===== config.mk =====
export PLATFORM = sky130hd
export DESIGN_NAME = micro_decode_stage
export DESIGN_NICKNAME = d
export VERILOG_FILES = /design/src/rtl/micro_decode_stage.sv
export SDC_FILE = /design/constraint.sdc
export NUM_CORES = 1
export LEC_CHECK = 0
export ABC_CLOCK_PERIOD_IN_PS = 5100
export CAP_MARGIN = 20
export CORE_ASPECT_RATIO = 0.75
export CORE_MARGIN = 1
export CORE_UTILIZATION = 55
export CTS_BUF_LIST = sky130_fd_sc_hd__clkbuf_2 sky130_fd_sc_hd__clkbuf_4 sky130_fd_sc_hd__clkbuf_8
export DETAILED_ROUTE_END_ITERATION = 12
export PLACE_DENSITY = 0.85
export RECOVER_POWER = 25
export SLEW_MARGIN = 20
export SYNTH_ARGS = -nofsm -noshare
export SYNTH_HDL_FRONTEND = slang
export SYNTH_SLANG_ARGS = --single-unit

===== constraint.sdc =====
create_clock -name clk -period 5.1 [get_ports clk]
set_clock_uncertainty 0.15 [all_clocks]
set_input_delay 0.765 -clock clk [delete_from_list [all_inputs] [get_ports clk]]
set_output_delay 0.765 -clock clk [all_outputs]
set_load 0.005 [all_outputs]

===== src/rtl/micro_decode_stage.sv =====
// rtl/micro_decode_stage.sv - registered microinstruction field decoder behind a 2-entry skid buffer
// Optional read-after-write hazard stall is enabled by defining MICRO_DECODE_HAZARD_EN.
module micro_decode_stage #(
  parameter int ALU_W   = 4,
  parameter int SH_W    = 2,
  parameter int M_W     = 2,
  parameter int B_W     = 6,
  parameter int C_W     = 6,
  parameter int T_W     = 7,
  parameter int A_W     = 5,
  parameter int ADDR_W  = 11,
  parameter int HAZ_GAP = 2,
  localparam int INSTR_W = ALU_W + SH_W + 1 + M_W + B_W + C_W + T_W + A_W
) (
  input  logic               clk,
  input  logic               reset,
  input  logic               flush,
  input  logic               in_valid,
  output logic               in_ready,
  input  logic [INSTR_W-1:0] micro_instr_ROM,
  input  logic [ADDR_W-1:0]  data_address_in,
  output logic               out_valid,
  input  logic               out_ready,
  output logic [ALU_W-1:0]   ALU2,
  output logic [SH_W-1:0]    SH2,
  output logic               KMx2,
  output logic [M_W-1:0]     M2,
  output logic [B_W-1:0]     B2,
  output logic [C_W-1:0]     C2,
  output logic [T_W-1:0]     T2,
  output logic [A_W-1:0]     A2,
  output logic [ADDR_W-1:0]  data_address_out,
  output logic               hazard_stall
);

  localparam int T_LSB  = A_W;
  localparam int C_LSB  = T_LSB + T_W;
  localparam int B_LSB  = C_LSB + C_W;
  localparam int M_LSB  = B_LSB + B_W;
  localparam int K_LSB  = M_LSB + M_W;
  localparam int SH_LSB = K_LSB + 1;

  logic [INSTR_W-1:0] head_instr, skid_instr;
  logic [ADDR_W-1:0]  head_addr, skid_addr;
  logic               head_valid, skid_valid;
  logic               stall, accept, pop;

  // in_ready looks only at the registered skid state, so a freed skid cannot refill in the same cycle
  assign in_ready  = !skid_valid && !flush;
  assign out_valid = head_valid && !stall;
  assign accept    = in_valid && in_ready;
  assign pop       = out_valid && out_ready;

  always_ff @(posedge clk or posedge reset) begin
    if (reset) begin
      head_instr <= '0;
      head_addr  <= '0;
      head_valid <= 1'b0;
      skid_instr <= '0;
      skid_addr  <= '0;
      skid_valid <= 1'b0;
    end else if (flush) begin
      head_valid <= 1'b0;
      skid_valid <= 1'b0;
    end else if (pop) begin
      if (skid_valid) begin
        head_instr <= skid_instr;
        head_addr  <= skid_addr;
        skid_valid <= 1'b0;
      end else if (accept) begin
        head_instr <= micro_instr_ROM;
        head_addr  <= data_address_in;
      end else begin
        head_valid <= 1'b0;
      end
    end else if (accept) begin
      if (head_valid) begin
        skid_instr <= micro_instr_ROM;
        skid_addr  <= data_address_in;
        skid_valid <= 1'b1;
      end else begin
        head_instr <= micro_instr_ROM;
        head_addr  <= data_address_in;
        head_valid <= 1'b1;
      end
    end
  end

  assign ALU2             = head_instr[INSTR_W-1 -: ALU_W];
  assign SH2              = head_instr[SH_LSB +: SH_W];
  assign KMx2             = head_instr[K_LSB];
  assign M2               = head_instr[M_LSB +: M_W];
  assign B2               = head_instr[B_LSB +: B_W];
  assign C2               = head_instr[C_LSB +: C_W];
  assign T2               = head_instr[T_LSB +: T_W];
  assign A2               = head_instr[A_W-1:0];
  assign data_address_out = head_addr;

`ifdef MICRO_DECODE_HAZARD_EN
  localparam int HCW = $clog2(HAZ_GAP + 1);

  logic [A_W-1:0] last_a;
  logic [HCW-1:0] haz_cnt;

  // Head is held while it reads a register written by a recently issued entry
  assign stall = head_valid && (haz_cnt != '0) &&
                 ((B2 == B_W'(last_a)) || (C2 == C_W'(last_a)));

  always_ff @(posedge clk or posedge reset) begin
    if (reset) begin
      haz_cnt <= '0;
      last_a  <= '0;
    end else if (flush) begin
      haz_cnt <= '0;
    end else if (pop && (A2 != '0)) begin
      haz_cnt <= HCW'(HAZ_GAP);
      last_a  <= A2;
    end else if (haz_cnt != '0) begin
      haz_cnt <= haz_cnt - 1'b1;
    end
  end
`else
  assign stall = 1'b0;
`endif

  assign hazard_stall = stall;

endmodule

==> metrics.txt <==
Pleak 2.16 nW; ys async rst share 1.00; NumNets Final 394; worst hold slack 0.344 ns; CP required 5.18 ns; Worst slew margin -0.562; drt total wl 7440 um; CTS Hold Bufs 0; worst hold path class reg2reg; grt total ovfl 0; Post-CTS Resized 0; Slowest-stage cell, CP dlygate4sd3_1; Hold Path End skid_instr[25]; Synth top area share 0.560; total track usage 0.212; dominant synthesized flop cell dfrtp_1; placer congestion estimate 0.687; count of final setup violators 0; clk slew on worst S/H paths 0.08 ns; PnR worst setup slack 2.11 ns; n_diodes 0; Seq/Total Area, Yosys 0.560; R2R Setup Slk 2.68 ns; site row count 26; minimum clock period 2.99 ns; Synth area leader dfrtp_1; syn_nets 298; chip height 76.0 um; placed wire-length estimate 4950 um; post-synthesis cell area 4020 um^2; status finished with violations; most instantiated library cell after synthesis mux2_2; CP dominant cell by count mux2_2; Crit. End Element flip-flop; Slew Limit Fails 55; hold depth 1; unrepaired setup endpoints after global routing no; Longest Clk Path Bufs 2; CP bufs+invs 2; initial antenna violation count 0; clock latency on the worst-skew pair 0.34 ns; PortBufs 94; number of flops mapped to enable cells by yosys 0; largest net degree at the start of global routing 55; Starting Density 0.580; Max stage delay on crit path 0.69 ns; Filler Cell Count 470; critical path data arrival time 3.08 ns; Post-CTS Setup Bufs 0; global-route wire length before repair 12500 um; Top Ports 96; crit-path max FO 24; maxcap violations 1; DR iter-0 viols 94; via count 2311; drt first pass iters 4; Max Clk Rate 334 MHz; vias per cell 5.17; Max VDD drop 0.214 mV; WL/cell 16.6 um; H-tree depth 3; Fin. Hold Viols 0; antenna-violating nets left 0; failing checks capacitance limit, slew limit; Syn-to-layout area delta 28.7%; vias in the first global route 2595; TritonCTS Sinks 90; CP top delay family buffers and inverters; Distinct cells, synth 18; number of synthesized register bits 90; total CTS buffers 9; commonest cells in the netlist 123 x mux2_2, 90 x dfrtp_1, 10 x buf_6, 6 x mux2_4, 4 x buf_4; critical path class in2reg; # DRC 0; CTS tree yes; Ys Warns 0; CTS Root Cell clkbuf_8; DP Worst Slack 1.81 ns; worst path cell trace dlygate4sd3_1 > nand3_2 > buf_4 > mux2_2 > mux2_2; R2R cell count 4; syn_area_per_cell 16.1 um^2; Cells after Synth 249; actual slew at the worst max-slew pin 2.33 ns; fin util 0.746; R2R Path End head_instr[11]; Tot Pwr 1.89 mW; die area 7660 um^2; crit share post-route 0.587; ratio of cells with drive above 1 in the final layout 0.444; chip width 101 um; RR Startpoint out_valid; setup total negative slack 0 ns; Area contributors post-synth dfrtp_1 56%, mux2_2 34%, buf_6 2.8%; crit path launch out_ready; Core Area 6930 um^2; PwrDens 366 nW/um^2; CP Launch Type input port; Hold Startpoint skid_instr[25]
-- layer usage --
metal | vias to the layer above | GRT usage | routed length (um)
li1 | 1079 | - | -
met3 | 8 | 0.0826 | 517
met5 | - | 0 | 0
met1 | 1152 | 0.282 | 3410
met4 | 0 | 0.0507 | 79
met2 | 72 | 0.328 | 3430
-- worst register-to-register path, cell delays in order (launching register included) --
cell and delay, ns:
dfrtp_1 0.52, nand3_2 0.59, buf_4 0.48, mux2_2 0.31, mux2_2 0.27
-- worst max-delay path by stage --
stage               slack, ns             endpoint  depth (start not counted)
floorplan                1.85  data_address_out[0]                          1
global placement         1.86        head_instr[3]                          5
detailed placement       1.81       head_instr[11]                          5
CTS                      2.18       head_instr[11]                          5
global route             1.64        head_instr[4]                          3
finish                   2.11       head_instr[11]                          5
-- sequential cells by signal, indices dropped and copies added, names as in the netlist --
register          flops
head_instr           33
skid_instr           33
data_address_out     11
skid_addr            11
out_valid             1
skid_valid            1
-- stage by stage --
step / instance area (um^2) / cells
CTS: 5170 / 447
detailed placement: 4980 / 432
finish: 5170 / 447
floorplan: 4020 / 249
global route: 5170 / 447
global placement: 4980 / 432
-- report_power, final --
| group | internal (mW) | total [mW] | switching (mW) |
|---|---|---|---|
| clock | 0.247 | 0.475 | 0.228 |
| combinational | 0.316 | 0.443 | 0.127 |
| sequential | 0.887 | 0.977 | 0.0901 |
| total | 1.45 | 1.89 | 0.445 |
-- cell families (layout without fill, tap and decap cells) --
| family | Yosys count | in the layout | synth area share |
|---|---|---|---|
| AO/OA/AOI/OAI | 5 | 5 | 0.0121 |
| other | 1 | 1 | 0.000933 |
| flip-flops | 90 | 90 | 0.560 |
| buffers and inverters | 16 | 116 | 0.0374 |
| multiplexers | 132 | 132 | 0.375 |
| AND/OR/NAND/NOR | 5 | 5 | 0.0137 |
-- final cells by class --
type	instances	area, um^2	area share
clock buffer	12	153	0.0295
clock inverter	3	40.0	0.00774
inverter	2	8.76	0.00169
multi-input combinational	143	1620	0.313
sequential	90	2250	0.436
tap	98	123	0.0237
timing repair buffer	99	978	0.189
-- layout by cell type (no fill, tap or decap), drive strengths merged, types with 2 or more instances in the layout --
master / count
a21oi: 2
buf: 5
clkbuf: 12
clkdlybuf4s50: 90
clkinv: 2
dfrtp: 90
dlygate4sd3: 4
mux2: 132
(Power assumes the default switching activity.)
